==> config.mk <==
export PLATFORM = sky130hd
export DESIGN_NAME = gnn_seq_ctrl
export DESIGN_NICKNAME = d
export VERILOG_FILES = /design/src/rtl/gnn_seq_ctrl.sv
export SDC_FILE = /design/constraint.sdc
export NUM_CORES = 1
export LEC_CHECK = 0
export CAP_MARGIN = 20
export CORE_ASPECT_RATIO = 0.9
export CORE_MARGIN = 1
export CORE_UTILIZATION = 58
export CTS_BUF_LIST = sky130_fd_sc_hd__clkbuf_2
export CTS_CLUSTER_SIZE = 20
export DETAILED_ROUTE_END_ITERATION = 7
export PLACE_DENSITY_LB_ADDON = 0.25
export SYNTH_ARGS = -nofsm -noshare
export SYNTH_HDL_FRONTEND = slang
export SYNTH_SLANG_ARGS = --single-unit
export TNS_END_PERCENT = 20
==> constraint.sdc <==
create_clock -name clk -period 5.2 [get_ports clk]
set_input_delay 0.52 -clock clk [delete_from_list [all_inputs] [get_ports clk]]
set_output_delay 0.52 -clock clk [all_outputs]
set_load 0.005 [all_outputs]
==> src/rtl/gnn_seq_ctrl.sv <==
// Sequencer for the two-layer GNN datapath: pulses each stage's in_ready in order,
// waits for its ready level under a per-stage timeout, and reports done/error/latency.
module gnn_seq_ctrl #(
    parameter int TIMEOUT = 64,
    parameter int TO_W    = 8,
    parameter int LAT_W   = 12
) (
    input  logic             clk,
    input  logic             rst_n,
    input  logic             start,
    input  logic             abort,
    input  logic             result_ack,
    input  logic             clear_err,
    input  logic             aggr1_ready,
    input  logic [3:0]       mac_ready,
    input  logic             aggr2_ready,
    input  logic             relu_ready,
    input  logic [7:0]       out_ready,
    output logic             aggr1_go,
    output logic             layer1_go,
    output logic             aggr2_go,
    output logic             relu_go,
    output logic             layer2_go,
    output logic             busy,
    output logic             done,
    output logic             error,
    output logic [2:0]       stage,
    output logic [2:0]       err_stage,
    output logic [LAT_W-1:0] last_latency
);

    // state | meaning
    // IDLE  | waiting for start
    // AGGR1 | aggregation 1 running
    // L1    | dnn_layer1 (4 nodes) running
    // AGGR2 | aggregation 2 running
    // RELU  | relu_4n running
    // L2    | dnn_layer2 (4 nodes) running
    // DONE  | run complete, waiting for result_ack
    // ERR   | stage timed out, waiting for clear_err
    localparam logic [2:0] S_IDLE  = 3'd0;
    localparam logic [2:0] S_AGGR1 = 3'd1;
    localparam logic [2:0] S_L1    = 3'd2;
    localparam logic [2:0] S_AGGR2 = 3'd3;
    localparam logic [2:0] S_RELU  = 3'd4;
    localparam logic [2:0] S_L2    = 3'd5;
    localparam logic [2:0] S_DONE  = 3'd6;
    localparam logic [2:0] S_ERR   = 3'd7;

    localparam logic [TO_W-1:0] TO_LIMIT = TO_W'(TIMEOUT);

    logic [2:0]       state;
    logic [2:0]       state_nxt;
    logic [TO_W-1:0]  to_cnt;
    logic [LAT_W-1:0] lat_cnt;
    logic [LAT_W-1:0] lat_inc;
    logic [4:0]       go_q;
    logic             in_stage;
    logic             armed;
    logic             cond;
    logic             timed_out;

    always_comb begin
        in_stage = (state >= S_AGGR1) && (state <= S_L2);
        // ready levels seen during the go cycle belong to a previous run
        armed    = (to_cnt != '0);
        lat_inc  = (&lat_cnt) ? lat_cnt : lat_cnt + 1'b1;
    end

    always_comb begin
        cond = 1'b0;
        case (state)
            S_AGGR1: cond = aggr1_ready;
            S_L1:    cond = &mac_ready;
            S_AGGR2: cond = aggr2_ready;
            S_RELU:  cond = relu_ready;
            S_L2:    cond = &out_ready;
            default: cond = 1'b0;
        endcase
    end

    always_comb begin
        timed_out = (to_cnt == TO_LIMIT);
    end

    always_comb begin
        state_nxt = state;
        case (state)
            S_IDLE: begin
                if (start) begin
                    state_nxt = S_AGGR1;
                end
            end
            S_AGGR1, S_L1, S_AGGR2, S_RELU, S_L2: begin
                if (abort) begin
                    state_nxt = S_IDLE;
                end else if (armed && cond) begin
                    state_nxt = state + 3'd1;
                end else if (timed_out) begin
                    state_nxt = S_ERR;
                end
            end
            S_DONE: begin
                if (abort || result_ack) begin
                    state_nxt = S_IDLE;
                end
            end
            S_ERR: begin
                if (abort || clear_err) begin
                    state_nxt = S_IDLE;
                end
            end
            default: state_nxt = S_IDLE;
        endcase
    end

    always_ff @(posedge clk) begin
        if (!rst_n) begin
            state <= S_IDLE;
        end else begin
            state <= state_nxt;
        end
    end

    always_ff @(posedge clk) begin
        if (!rst_n) begin
            to_cnt <= '0;
        end else if (!in_stage || (state_nxt != state)) begin
            to_cnt <= '0;
        end else begin
            to_cnt <= to_cnt + 1'b1;
        end
    end

    always_ff @(posedge clk) begin
        if (!rst_n) begin
            lat_cnt <= '0;
        end else if (state == S_IDLE) begin
            lat_cnt <= '0;
        end else if (in_stage) begin
            lat_cnt <= lat_inc;
        end
    end

    // L2's final cycle is included, hence the incremented value
    always_ff @(posedge clk) begin
        if (!rst_n) begin
            last_latency <= '0;
        end else if ((state == S_L2) && (state_nxt == S_DONE)) begin
            last_latency <= lat_inc;
        end
    end

    always_ff @(posedge clk) begin
        if (!rst_n) begin
            err_stage <= 3'd0;
        end else if ((state_nxt == S_ERR) && (state != S_ERR)) begin
            err_stage <= state;
        end
    end

    always_ff @(posedge clk) begin
        if (!rst_n) begin
            go_q <= '0;
        end else begin
            go_q <= '0;
            if (state_nxt != state) begin
                case (state_nxt)
                    S_AGGR1: go_q[0] <= 1'b1;
                    S_L1:    go_q[1] <= 1'b1;
                    S_AGGR2: go_q[2] <= 1'b1;
                    S_RELU:  go_q[3] <= 1'b1;
                    S_L2:    go_q[4] <= 1'b1;
                    default: go_q    <= '0;
                endcase
            end
        end
    end

    always_comb begin
        aggr1_go  = go_q[0];
        layer1_go = go_q[1];
        aggr2_go  = go_q[2];
        relu_go   = go_q[3];
        layer2_go = go_q[4];
        busy      = in_stage;
        done      = (state == S_DONE);
        error     = (state == S_ERR);
        stage     = state;
    end

endmodule

# Word level (Yosys, flattened, before mapping)

Index checks and enable logic that the tools add are counted.

Multipliers: 0
Reduce and logical (&&, ||, !) cells: 17
Divide/modulo/power cells: 0
Eq/ne operators: 17
Shifts and indexed selects: 0
Mux-type cells: 14
Bitwise operators: 1
Magnitude comparators: 2
$add $sub $neg: 3

Operators with widths:

| operator                                                                             | number |
|---|---|
| 3-bit == test (second input constant)                                                | 8 |
| 3-bit two-way mux                                                                    | 6 |
| 12-bit by 1-bit adder with 12-bit output (second input constant)                     | 1 |
| 3-bit by 2-bit == test with 1-bit output (second input constant)                     | 4 |
| 12-bit two-way mux                                                                   | 1 |
| 3-bit case mux with 4 select lines                                                   | 1 |
| 12-bit AND reduction                                                                 | 1 |
| 8-bit by 1-bit adder with 8-bit output (second input constant)                       | 1 |
| 8-bit by 7-bit == test with 1-bit output (second input constant)                     | 1 |
| 8-bit AND reduction                                                                  | 1 |
| 8-bit nonzero test                                                                   | 1 |
| 3-bit by 1-bit == test with 1-bit output (second input constant)                     | 2 |
| 1-bit two-way mux                                                                    | 5 |
| 1-bit case mux with 5 select lines                                                   | 1 |
| 5-bit OR reduction                                                                   | 1 |
| 1-bit logical AND                                                                    | 4 |
| 4-bit AND reduction                                                                  | 1 |
| 2-bit OR reduction                                                                   | 2 |
| 3-bit by 1-bit adder with 3-bit output (second input constant)                       | 1 |
| 3-bit by 1-bit greater-or-equal comparator with 1-bit output (second input constant) | 1 |
| 3-bit less-or-equal comparator (second input constant)                               | 1 |
| 3-bit logical NOT                                                                    | 1 |
| 1-bit logical OR                                                                     | 3 |
| 3-bit inequality test                                                                | 1 |
| 4 further kinds                                                                      | 4 |

Register bits after elaboration: 43
Memories: 0
Bits in latches: 0
Logic and storage cells: 60
Memory bits (writable): 0
ROM bits: 0
Input bits: 21

# Longest topological paths before layout

Depth after elaboration: 9
Depth in mapped cells: 12
Gate-level depth less buffers: 9

# Worst setup path before layout

No wires, ideal clock.

Path kind: register to register
Start point: register state[0], in the netlist stage[0]
End point: register err_stage[0]
Path slack: 2.388 ns
Data required time: 5.128 ns
Cell stages (with the launch flop): 12
Library setup time: 0.072 ns
Clock period less this slack: 2.812 ns
Arrival time: 2.740 ns
Cell sequence: dfxtp_1 -> clkbuf_1 -> inv_1 -> ha_1 -> a32oi_1 -> o211ai_1 -> nor2_1 -> nand2_1 -> a311oi_4 -> and3_2 -> buf_2 -> mux2i_1

Longest elaborated chain between the ends: 8

RTL lines:

| what                                  | line   | text |
|---|---|---|
| start, declared                       | 52     | `logic [2:0] state;` |
| start signal, assigned                | 121    | `state <= state_nxt;` |
| 3-bit == test (tied with other cells) | 72, 88 |  |
| 1-bit case mux with 5 select lines    | 72     | `case (state)` |
| 1-bit logical AND                     | 97     | `end else if (armed && cond) begin` |
| 3-bit two-way mux                     | 97     |  |
| 3-bit two-way mux                     | 95     | `if (abort) begin` |
| 3-bit case mux with 4 select lines    | 88     | `case (state)` |
| 3-bit == test                         | 157    | `end else if ((state_nxt == S_ERR) && (state != S_ERR)) begin` |
| 1-bit logical AND                     | 157    |  |
| end signal, assigned                  | 158    | `err_stage <= state;` |
| end, declared                         | 28     | `output logic [2:0] err_stage,` |

Several ways; a longest one is shown, not always the timed one.
A chain may end at the register's enable or synchronous reset.

# Final worst setup path

Start point: register state[0], in the netlist stage[0]
End point: register last_latency[9]

Longest elaborated chain between the ends: 8

RTL lines:

| what                                  | line        | text |
|---|---|---|
| 3-bit == test (tied with other cells) | 72, 88, 149 |  |
| 1-bit case mux with 5 select lines    | 72          |  |
| 1-bit logical AND                     | 97          |  |
| 3-bit two-way mux                     | 97          |  |
| 3-bit two-way mux                     | 95          |  |
| 3-bit case mux with 4 select lines    | 88          |  |
| 3-bit == test                         | 149         | `end else if ((state == S_L2) && (state_nxt == S_DONE)) begin` |
| 1-bit logical AND *                   | 149         |  |
| end signal, assigned                  | 150         | `last_latency <= lat_inc;` |
| end, declared                         | 29          | `output logic [LAT_W-1:0] last_latency` |

Every way passes the cells marked *; elsewhere a longest branch is shown, timed or not.

==> flow_metrics.tcl <==
set metrics [dict create \
    critPathKind "register to register" \
    synth_edf_count 0 \
    nFillCells 280 \
    min_period_ns 3.43 \
    ant_nets 0 \
    min_period_over_period_pct 65.9 \
    grt_pass1_wl_um 9390 \
    r2r-start "stage[0]$_SDFF_PN0_" \
    post_cts_buffers 0 \
    startpoint "stage[0]$_SDFF_PN0_" \
    power_density_nw_per_um2 322 \
    core_um2 3860 \
    cts_tree "built" \
    synth_warnings 0 \
    finalSetupTns_ns 0 \
    numCtsBuffers 5 \
    hp-class "register to register" \
    die_area_um2 4450 \
    cp_num_buf_inv 1 \
    leakagePower_nw 1.04 \
    dp_hpwl_um 4130 \
    start_kind "register" \
    final-instance-count-excl-fill 373 \
    routed-via-count 2263 \
    io_pins 47 \
    finalSetupViolCount 0 \
    slowest_delay_ns 0.66 \
    layout_common_cells "clkdlybuf4s50_1, dfxtp_1, nand2_1" \
    clockRootBuffer "clkbuf_2" \
    vias_per_cell 6.07 \
    path_max_fanout 15 \
    final_layout_size_suffix_gt1_share_pct 7.03 \
    num_rows 21 \
    grt_pass1_vias 2017 \
    wl_per_cell_um 14.9 \
    seq_area_frac_synth_pct 35.4 \
    worst_pin_slew_ns 0.963 \
    arrival_ns 3.73 \
    antenna_found_initial 0 \
    die_w_um 70.2 \
    finalPower_mw 0.947 \
    drtPass1Iterations 5 \
    clockBufferDepth 2 \
    rsz0062_at_grt "no" \
    synthesis.nets 315 \
    ctsHoldBuffers 0 \
    final_common_cell "clkdlybuf4s50_1" \
    finalMaxSlewViolations 0 \
    synthArstFlopShare_pct 0 \
    worstSetupEndpointType "register" \
    grt_overflow 0 \
    synthCells 285 \
    hp-start "err_stage[2]$_SDFFE_PN0P_" \
    clkSinkCount 43 \
    gp_congestion 0.896 \
    diodes 0 \
    fmax_mhz 292 \
    path_delay_family "compound AO/OA/AOI/OAI gates" \
    crit_chain "inv_1 -> ha_1 -> a32oi_1 -> o211ai_1 -> nor2_1 -> nand2_1 -> a311oi_4 -> and3_1 -> a311oi_1" \
    status "finished clean" \
    max_slew_margin_pct 35.0 \
    synth_ff_type "dfxtp_1" \
    dp.cells 365 \
    cap_violations 0 \
    clk_latency_ns 0.43 \
    ys_types 54 \
    syn_avg_cell_area_um2 8.52 \
    htree_levels 2 \
    die_h_um 63.4 \
    port_buffers 46 \
    nets 356 \
    required_ns 5.51 \
    worst_clock_skew_ns 0.0195 \
    start_util_pct 62.9 \
    grt_util_all_layers_pct 26.2 \
    area_growth_pct 21.2 \
    drc 0 \
    grt_start_max_net_pins 23 \
    routed_wl_um 5550 \
    cpMaxStageDelayCell "a311oi_4" \
    finalHoldViolCount 0 \
    vdd_drop_max_uv 280 \
    cts_resized 0 \
    clk_pin_slew_ns 0.22 \
    syn_area_um2 2430 \
    drt-initial-drc-count 204 \
    yosys_register_bits 43 \
    final_core_util_pct 76.2 \
]
## power breakdown
group	switching [mW]	leakage [nW]	internal (mW)	total (mW)
combinational	0.240	0.650	0.143	0.383
sequential	0.0249	0.347	0.345	0.370
clock	0.112	0.0429	0.0814	0.194
total	0.377	1.04	0.570	0.947
## worst paths after layout
kind	endpoint	slack, ns	depth (start not counted)
setup / recovery	last_latency[9]$_SDFFE_PN0P_	1.77	9
hold / removal	err_stage[2]$_SDFFE_PN0P_	0.47	2
setup reg to reg	last_latency[9]$_SDFFE_PN0P_	1.77	9
hold reg to reg	err_stage[2]$_SDFFE_PN0P_	0.47	2
## worst register-to-register path, cell delays in order, from the launching register on
cell and delay [ns]:
dfxtp_1 0.63, inv_1 0.18, ha_1 0.29, a32oi_1 0.25
o211ai_1 0.24, nor2_1 0.39, nand2_1 0.16, a311oi_4 0.66
and3_1 0.40, a311oi_1 0.12
## kinds of logic after synthesis
group	share of synthesized area, %
DFF	35.4
AOI/OAI and AO/OA	17.3
xor gates and xnor gates	7.21
muxes	4.95
and+or+nand+nor	26.2
buffers and inverters	4.33
adders and majority gates	4.64
## state kept, by name, summed over array words and instances (netlist names)
register and flops:
to_cnt 8, lat_cnt 12, err_stage 3, go_q 5, last_latency 12, stage 3
## metrics by stage
stage	setup slack, ns	hold slack (ns)	area [um^2]
2_1_floorplan	2.39	0.448	2430
3_3_place_gp	1.98	0.445	2880
3_5_place_dp	1.85	0.446	2880
4_1_cts	1.86	0.475	2940
5_1_grt	1.52	0.493	2940
6_report	1.77	0.468	2940
## cells in the mapped netlist (all sizes together) (2+ instances only)
master	instances	area share [%]
inv	8	1.2
a21oi	10	2.1
a311oi	8	3.6
mux2i	12	4.9
nand4	8	2.1
nand3b	2	0.62
o211ai	2	0.62
a31oi	6	1.5
xor2	9	3.2
nand3	12	2.9
o31ai	3	0.93
nor4	5	1.3
o21ai	4	0.82
and3	7	1.9
nor3	7	1.6
a211oi	2	0.62
nor2	36	5.9
nand2b	3	0.77
xnor2	11	4.0
nand2	37	5.7
a21o	3	0.93
dfxtp	43	35
a221oi	2	0.98
and2	4	1.1
o2111ai	2	0.98
or4	2	0.62
ha	9	4.6
o311a	2	0.88
clkbuf	6	0.93
buf	6	2.0
## layout make-up
| cell class | instances | area, um^2 | area share [%] |
|---|---|---|---|
| multi-input cells | 221 | 1460 | 49.7 |
| flip-flops and latches | 43 | 861 | 29.2 |
| repair buffers | 46 | 460 | 15.6 |
| well taps | 46 | 57.6 | 1.95 |
| clock inverters | 3 | 43.8 | 1.49 |
| inverters | 9 | 33.8 | 1.15 |
| clock buffers | 5 | 25.0 | 0.850 |
## per-layer routing
layer / routed length, um / share of wire (%) / track usage, %
met3: 450 / 8.1 / 7.04
met1: 2590 / 47 / 35.1
met4: 63 / 1.1 / 9.00
met5: 0 / 0 / 0
met2: 2450 / 44 / 40.6
No activity file was read; power rests on OpenSTA's default activity.
